===== src/rtl/counter_binary_pkg.sv =====
// Shared helpers for the binary counter slice.
// Latency: n/a (elaboration-time constants only).
// Backpressure: n/a.
package counter_binary_pkg;

    // Ceiling log2 with a floor of 1 so a register width is never zero.
    function automatic int unsigned clog2_min1(input int unsigned v);
        int unsigned r;
        r = 0;
        for (int unsigned i = 0; i < 31; i++) begin
            if ((32'd1 << i) < v) begin
                r = i + 1;
            end
        end
        return (r == 0) ? 1 : r;
    endfunction

endpackage


===== src/rtl/counter_prescaler.sv =====
// Divides enabled clk cycles down to a single-cycle tick every PRESCALE enabled cycles.
// Latency: tick is combinational from enable and the registered phase count.
// Backpressure: enable low freezes the phase count (holds, never clears).
module counter_prescaler
    import counter_binary_pkg::*;
#(
    parameter int unsigned PRESCALE = 1
) (
    input  logic clk,
    input  logic reset,
    input  logic enable,
    output logic tick
);

    localparam int unsigned PW = clog2_min1(PRESCALE);
    // With PRESCALE=1 LAST is 0 and the phase register is stuck at 0,
    // so tick reduces to enable and the flop is optimised away.
    localparam logic [PW-1:0] LAST = PW'(PRESCALE - 1);

    logic [PW-1:0] phase_q;
    logic [PW-1:0] phase_d;

    // Tick on the final phase of each enabled period; advance or wrap only while enabled.
    always_comb begin
        tick    = enable && (phase_q == LAST);
        phase_d = phase_q;
        if (enable) begin
            phase_d = tick ? '0 : phase_q + PW'(1'b1);
        end
    end

    // Phase register, cleared immediately by reset.
    always_ff @(posedge clk or posedge reset) begin
        if (reset) begin
            phase_q <= '0;
        end else begin
            phase_q <= phase_d;
        end
    end

endmodule


===== src/rtl/counter_binary_top.sv =====
// Free-running up-counter 0..MAX_COUNT with enable, optional prescaler and terminal-count carry.
// Latency: counter updates one clk edge after a tick; carry is combinational in the wrap cycle.
// Backpressure: enable low holds counter and prescaler; carry is suppressed while held.
module counter_binary_top
    import counter_binary_pkg::*;
#(
    parameter int unsigned        NBITS     = 4,
    parameter logic [NBITS-1:0]   MAX_COUNT = {NBITS{1'b1}},
    parameter int unsigned        PRESCALE  = 1
) (
    input  logic             clk,
    input  logic             reset,
    input  logic             enable,
    output logic             carry,
    output logic [NBITS-1:0] counter
);

    logic             tick;
    logic             at_max;
    logic [NBITS-1:0] counter_q;
    logic [NBITS-1:0] counter_d;

    counter_prescaler #(
        .PRESCALE (PRESCALE)
    ) u_prescaler (
        .clk    (clk),
        .reset  (reset),
        .enable (enable),
        .tick   (tick)
    );

    // Step on tick, wrapping after MAX_COUNT; carry flags the wrapping step.
    always_comb begin
        at_max    = (counter_q == MAX_COUNT);
        carry     = tick && at_max;
        counter_d = counter_q;
        if (tick) begin
            counter_d = at_max ? '0 : counter_q + NBITS'(1'b1);
        end
    end

    // Count register, cleared immediately by reset.
    always_ff @(posedge clk or posedge reset) begin
        if (reset) begin
            counter_q <= '0;
        end else begin
            counter_q <= counter_d;
        end
    end

    assign counter = counter_q;

endmodule


===== config.mk =====
export PLATFORM = sky130hd
export DESIGN_NAME = counter_binary_top
export DESIGN_NICKNAME = d
export VERILOG_FILES = /design/src/rtl/counter_binary_pkg.sv /design/src/rtl/counter_prescaler.sv /design/src/rtl/counter_binary_top.sv
export SDC_FILE = /design/constraint.sdc
export NUM_CORES = 1
export LEC_CHECK = 0
export ABC_AREA = 1
export BUFFER_PORTS_ARGS = -buffer_cell sky130_fd_sc_hd__buf_2
export CORE_AREA = 2 2 39 41
export DETAILED_ROUTE_END_ITERATION = 12
export DIE_AREA = 0 0 41 43
export PLACE_DENSITY = 0.35
export SYNTH_ARGS = -nofsm -noshare
export SYNTH_HDL_FRONTEND = slang
export SYNTH_SLANG_ARGS = --single-unit
export TNS_END_PERCENT = 10

===== constraint.sdc =====
create_clock -name clk -period 2.8 [get_ports clk]
set_clock_uncertainty 0.2 [all_clocks]
set_input_delay 0.84 -clock clk [delete_from_list [all_inputs] [get_ports clk]]
set_output_delay 0.84 -clock clk [all_outputs]
set_load 0.005 [all_outputs]

### After elaboration in Yosys (flattened, before gate mapping)

Cells that the tools add are included.

| word-level totals | value |
|---|---|
| register bits | 5 |
| bits in latches | 0 |
| RAM bits | 0 |
| bits in read-only memories | 0 |
| output and inout bits | 5 |
| logic and storage cells | 10 |
| memories | 0 |

| operators by class | value |
|---|---|
| $add $sub $neg | 2 |
| multipliers | 0 |
| divide/modulo/power cells | 0 |
| order comparisons | 0 |
| equality and inequality tests | 1 |
| shift-type cells | 0 |
| multiplexer cells | 2 |
| bitwise logic cells | 1 |
| reductions and logical operators | 2 |

Operators with widths:

| kind | count |
|---|---|
| adder 4 x 1 -> 4 bit, second input constant | 1 |
| == test 4 bit, second input constant | 1 |
| 2-to-1 mux 4 bit | 1 |
| logical AND 1 bit | 2 |
| adder 1 bit, second input constant | 1 |
| 2-to-1 mux 1 bit | 1 |
| NOT 1 bit | 1 |

### Longest topological paths before layout

Gate-level depths: netlist of run 1.

| depth | value |
|---|---|
| word-level depth | 3 |
| depth in mapped cells | 8 |
| mapped depth without buffers | 8 |

### Cells and area by module

From an unflattened synthesis of run 1, not the netlist that was laid out.

| unflattened totals | value |
|---|---|
| cell total of the unflattened synthesis | 32 |
| area total of the unflattened synthesis | 249.0 µm² |

By module, submodules not included:

| module | times used | cells an instance | area an instance (µm²) |
|---|---|---|---|
| counter_binary_top | 1 | 26 | 205.2 |
| counter_prescaler | 1 | 6 | 43.8 |

### Worst setup path before layout of run 1

OpenSTA, ideal clock, no wires.

| timing path | value |
|---|---|
| path kind | input -> output |
| from | in enable |
| to | out carry |
| arrival | 1.199 ns |
| required time | 1.760 ns |
| setup slack | 0.561 ns |
| stages on the path | 4 |
| buffers on the path | 0 |
| cell sequence | inv_1 -> nor2_4 -> inv_1 -> nor2_1 |

| on the way | value |
|---|---|
| longest elaborated chain between the ends | 2 |

Ends and longest elaborated chain:

| item | RTL line | text |
|---|---|---|
| start: declaration | counter_binary_top.sv:13 | `input logic enable,` |
| logical AND 1 bit | counter_prescaler.sv:25 | `tick = enable && (phase_q == LAST);` |
| logical AND 1 bit | counter_binary_top.sv:35 | `carry = tick && at_max;` |
| end: declaration | counter_binary_top.sv:14 | `output logic carry,` |

Every way passes these cells.

### Worst setup path after layout of run 1

Same ends and word-level chain as after synthesis.

==> results of run 1 <==
[synthesized netlist by cell type]
library cell   n  area, um2
dfrtp_1        5        125
ha_1           1       12.5
inv_1          7       26.3
nand2_1       12       45.0
nand3_1        2       10.0
nor2_1         3       11.3
nor2_4         1       11.3
o21ai_0        1       5.00
xnor2_1        1       8.76
[cell type report]
type                       instances  area [um2]  share of cell area
tap                               16        20.0              0.0595
inverter                           7        26.3              0.0781
multi-input combinational         21         104               0.309
timing repair buffer               7        35.0               0.104
clock buffer                       4        26.3              0.0781
sequential                         5         125               0.372
[final timing paths]
path | endpoint | slack [ns] | cells past startpoint
min in group clk | counter[1]$_DFFE_PP0P_ | 0.32 | 2
worst min-delay path | counter[3]$_DFFE_PP0P_ | 0.29 | 2
worst min register to register | counter[1]$_DFFE_PP0P_ | 0.32 | 2
worst max-delay path | carry | 0.33 | 6
worst max register to register | counter[3]$_DFFE_PP0P_ | 1.58 | 8
max in group asynchronous | counter[2]$_DFFE_PP0P_ | 1.92 | 2
[per-layer routing]
layer	wire, um	vias to the layer above	track usage
li1	-	118	-
met3	71	2	0.0314
met5	0	-	0
met2	204	11	0.0750
met1	227	99	0.0971
met4	8	0	0.100
[worst register-to-register path: stages (launching register included)]
cell	delay, ns
dfrtp_1	0.38
ha_1	0.18
nand2_1	0.05
inv_1	0.07
nand2_1	0.05
nand2_1	0.06
nand2_1	0.05
nand2_1	0.05
inv_1	0.03
[power by group]
part           switching (mW)  internal [mW]  total (mW)  leakage (nW)
Combinational          0.0464         0.0440      0.0904         0.117
Sequential             0.0255         0.0980       0.123        0.0623
Clock                  0.0303         0.0539      0.0842        0.0150
Total                   0.102          0.196       0.298         0.194
[per-stage QoR]
step	utilization	std cells	instance area, um2	power, mW	setup WS, ns
after global routing	0.243	60	337	0.322	0.257
after floorplan	-	33	255	0.177	0.561
after global placement	0.224	56	310	0.214	0.330
after CTS	0.243	60	337	0.304	0.313
after detailed placement	0.224	56	310	0.216	0.314
final	0.243	60	337	0.298	0.326
[logic make-up (layout without fill, tap and decap cells)]
| family | count (synthesis) | count (layout) | share of synthesized area |
|---|---|---|---|
| xor gates and xnor gates | 1 | 1 | 0.0343 |
| and+or+nand+nor | 18 | 18 | 0.304 |
| buffers and inverters | 7 | 18 | 0.103 |
| adders and majority gates | 1 | 1 | 0.0490 |
| AOI/OAI and AO/OA | 1 | 1 | 0.0196 |
| DFF | 5 | 5 | 0.490 |
[registers in the layout (all words and copies together), names as in the netlist]
| register | count |
|---|---|
| counter | 4 |
| u_prescaler.phase_q | 1 |
==> results.py, run 1 <==
metrics = {
    "grt": {
        "grt_pass1_wl_um": 779,
        "grt_max_degree": 9,
        "grtUsageTotal": 0.0755,
        "grt_overflow": 0,
        "grt_pass1_vias": 195,
        "antenna_found_initial": 0,
    },
    "power": {
        "vdd.ir_drop.worst_uv": 267,
        "p_leak_nw": 0.194,
        "power_density_mw_per_mm2": 886,
    },
    "sta": {
        "fmax_mhz": 404,
        "tightest_slew_ns": 0.212,
        "drv_slew": 0,
        "fin_crit_sh": 0.883,
        "post-route-min-period_ns": 2.47,
        "hold_viol_final": 0,
        "rsz0062_at_grt": "false",
        "whs_ns": 0.292,
        "fin_tns_setup_ns": 0,
        "setup_viol_count_final": 0,
        "max-slew-margin-rel": 0.859,
    },
    "synthesis": {
        "ys_seq_elements": 5,
        "syn_area_um2": 255,
        "yosysSeqAreaShare": 0.490,
        "ys_types": 9,
        "syn_area_per_cell_um2": 7.73,
        "syn_inst": 33,
        "synth_nets": 37,
        "ys_warn_count": 0,
    },
    "routing": {
        "viasPerCell": 3.83,
        "wirelength_um": 512,
        "drt-initial-drc-count": 5,
        "via_count": 230,
        "postRouteAntennaNets": 0,
        "wl_per_cell_um": 8.53,
        "first_pass_iters": 4,
        "drc": 0,
    },
    "critical_path": {
        "arrival_ns": 1.43,
        "endpoint_kind": "output pin",
        "critPathMaxStageDelay_ns": 0.16,
        "cp_num_buf_inv": 4,
        "cp_max_fo": 8,
        "crit_chain": "buf_2, inv_1, nor2_4, inv_1, nor2_1, buf_2",
        "cp_top_family": "buffers and inverters",
        "cp-startpoint": "enable",
        "worstSetupPathType": "in -> out",
        "r2r-start": "counter[1]$_DFFE_PP0P_",
        "critical-path-slowest-cell": "nor2_4",
        "critPathLaunchType": "input pin",
        "required_ns": 1.76,
    },
    "clock_network": {
        "hold_buffers": 0,
        "cts_resized": 0,
        "cts_made_buffers": 3,
        "htreeDepth": 1,
        "clk_pin_slew_ns": 0.05,
        "cts.sinks": 5,
        "cts_setup_buffers": 0,
        "cts_root_buf": "clkbuf_4",
        "clockBufferDepth": 2,
        "insertion_delay_ns": 0.24,
        "cts_tree": "done",
    },
    "floorplanning": {
        "initial_utilization": 0.184,
        "die_width_um": 41,
        "row_count": 14,
        "boundaryPins": 8,
        "core-area_mm2": 0.00138,
        "fp.dieH_um": 43,
        "die_area_mm2": 0.00176,
    },
    "layout": {
        "drive_gt1_frac": 0.250,
        "nFillCells": 159,
        "nets": 49,
        "mostFrequentLayoutCells": "nand2_1 (12), inv_1 (7), buf_2 (7)",
        "synthToLayoutAreaGrowth_pct": 31.9,
        "num_antenna_cells": 0,
        "mostFrequentLayoutCell": "nand2_1",
    },
    "placement": {
        "portBuffers": 7,
        "hpwl_um": 401,
        "place_congestion": 0.607,
    },
    "hold_path": {
        "hold_path.class": "in -> async",
    },
    "flow_run": {
        "maxCapViolCount": 0,
    },
    "outcome": {
        "outcome": "completed",
    },
}
Power figures use the tool's default switching activity.
==> run 2, diff against run 1 <==
BUFFER_PORTS_ARGS = unset   (was -buffer_cell sky130_fd_sc_hd__buf_2)
DONT_BUFFER_PORTS = 1   (was unset)
PLACE_DENSITY = 0.3   (was 0.35)
==> run 2 against run 1 <==
Die area stayed put. Clock-buffer cell count stayed put. Cell count decreased by 12%. First-iteration DRC count fell by 60%. Global-route usage up 0.39 points. Routed wire length decreased by 11%. Combinational power down 35%. Sequential share of layout area is 4.3 points higher. Register-to-register slack barely moved.
==> results.py, run 2 (synthesis results as in run 1) <==
metrics = {
    "outcome": {
        "outcome": "completed",
    },
    "routing": {
        "via_count": 203,
        "first_pass_iters": 4,
        "viasPerCell": 3.83,
        "wl_per_cell_um": 8.64,
        "wirelength_um": 458,
        "postRouteAntennaNets": 0,
        "drc": 0,
        "drt-initial-drc-count": 2,
    },
    "clock_network": {
        "cts_tree": "done",
        "hold_buffers": 0,
        "htreeDepth": 1,
        "cts_root_buf": "clkbuf_4",
        "cts_resized": 0,
        "clockBufferDepth": 2,
        "clk_pin_slew_ns": 0.05,
        "insertion_delay_ns": 0.24,
        "cts_setup_buffers": 0,
        "cts.sinks": 5,
        "cts_made_buffers": 3,
    },
    "grt": {
        "grtUsageTotal": 0.0794,
        "grt_pass1_vias": 206,
        "grt_max_degree": 9,
        "met1_usage": 0.0677,
        "met2_usage": 0.106,
        "antenna_found_initial": 0,
        "grt_overflow": 0,
        "grtUsageMet3": 0.0942,
        "busiest_layer": "met2",
        "grt_pass1_wl_um": 834,
    },
    "sta": {
        "tightest_slew_ns": 0.211,
        "fin_tns_setup_ns": 0,
        "post-route-min-period_ns": 2.30,
        "whs_ns": 0.185,
        "rsz0062_at_grt": "false",
        "fmax_mhz": 436,
        "drv_slew": 0,
        "fin_crit_sh": 0.820,
        "hold_viol_final": 0,
        "setup_ws_ns": 0.504,
        "setup_viol_count_final": 0,
        "max-slew-margin-rel": 0.859,
    },
    "floorplanning": {
        "boundaryPins": 8,
        "row_count": 14,
        "fp.dieH_um": 43,
        "core-area_mm2": 0.00138,
        "die_area_mm2": 0.00176,
        "initial_utilization": 0.184,
        "die_width_um": 41,
    },
    "placement": {
        "dp.cells": 49,
        "portBuffers": 0,
        "place_congestion": 0.633,
        "place_ws_ns": 0.489,
        "hpwl_um": 368,
    },
    "layout": {
        "final_cells": 53,
        "mostFrequentLayoutCells": "nand2_1 (12), inv_1 (7), dfrtp_1 (5)",
        "drive_gt1_frac": 0.108,
        "nets": 42,
        "mostFrequentLayoutCell": "nand2_1",
        "nFillCells": 156,
        "num_antenna_cells": 0,
        "largest_reg_flops": 4,
        "synthToLayoutAreaGrowth_pct": 18.1,
    },
    "power": {
        "clockPowerShare": 0.316,
        "p_comb_frac": 0.214,
        "cellInternalPower_mw": 0.179,
        "vdd.ir_drop.worst_uv": 210,
        "total_power_mw": 0.275,
        "p_leak_nw": 0.164,
        "power_frac_seq": 0.470,
        "power_density_mw_per_mm2": 914,
        "switching_power_mw": 0.0968,
        "p_sw_frac": 0.351,
    },
    "critical_path": {
        "critical-path-slowest-cell": "nor2_4",
        "critPathMaxStageDelay_ns": 0.15,
        "endpoint_kind": "output pin",
        "required_ns": 1.76,
        "cp_num_buf_inv": 2,
        "r2r_slack_ns": 1.57,
        "critPathLaunchType": "input pin",
        "worstSetupPathType": "in -> out",
        "r2r-start": "counter[1]$_DFFE_PP0P_",
        "arrival_ns": 1.26,
        "crit_chain": "inv_1, nor2_4, inv_1, nor2_1",
        "reg2reg_depth": 8,
        "r2r-end": "counter[3]$_DFFE_PP0P_",
        "cp_top_family": "simple AND/OR/NAND/NOR gates",
        "cp_max_fo": 8,
        "crit_top_cell": "inv_1",
    },
    "hold_path": {
        "hold_path.class": "in -> async",
    },
    "flow_run": {
        "maxCapViolCount": 0,
    },
}
[run 2: cell types whose count changed in the layout (fill, tap and decap cells not counted), sizes merged]
cell  delta
buf      -7
[run 2: metal layers]
metal	vias up	routed length, um	share of wire
met5	-	0	0
met1	85	190	0.41
met2	12	198	0.43
met4	0	0	0
met3	0	69	0.15
li1	106	-	-
[run 2: power by group through the flow]
stage	registers, mW	clock network [mW]	logic, mW
global placement	0.133	0	0.0624
global route	0.135	0.0965	0.0723
detailed placement	0.133	0	0.0609
finish	0.129	0.0871	0.0590
floorplan	0.124	0	0.0527
CTS	0.131	0.0919	0.0613
[run 2: final cells by class]
| class | instances | area [um2] | share of cell area |
|---|---|---|---|
| clock buffers | 4 | 26.3 | 0.0871 |
| multi-input cells | 21 | 104 | 0.344 |
| flip-flops and latches | 5 | 125 | 0.415 |
| inverters | 7 | 26.3 | 0.0871 |
| well taps | 16 | 20.0 | 0.0664 |
[run 2: worst reg2reg max path, delay by kind of cell, from the launching register on]
family / cells / cell delay [ns]
adder cells (fa/ha/maj): 1 / 0.19
flip-flops: 1 / 0.40
AND/OR/NAND/NOR: 5 / 0.24
buffers and inverters: 2 / 0.10
[run 2: metrics by stage]
stage | utilization | cell area (um2)
2_1_floorplan | - | 255
3_5_place_dp | 0.199 | 275
5_1_grt | 0.218 | 302
3_3_place_gp | 0.199 | 275
4_1_cts | 0.218 | 302
6_report | 0.218 | 302
[run 2: how the worst max path moves through the flow]
stage            from     to  slack (ns)  depth (start not counted)
2_1_floorplan  enable  carry        0.56                          4
3_3_place_gp   enable  carry        0.50                          4
3_5_place_dp   enable  carry        0.49                          4
4_1_cts        enable  carry        0.49                          4
5_1_grt        enable  carry        0.41                          4
6_report       enable  carry        0.50                          4
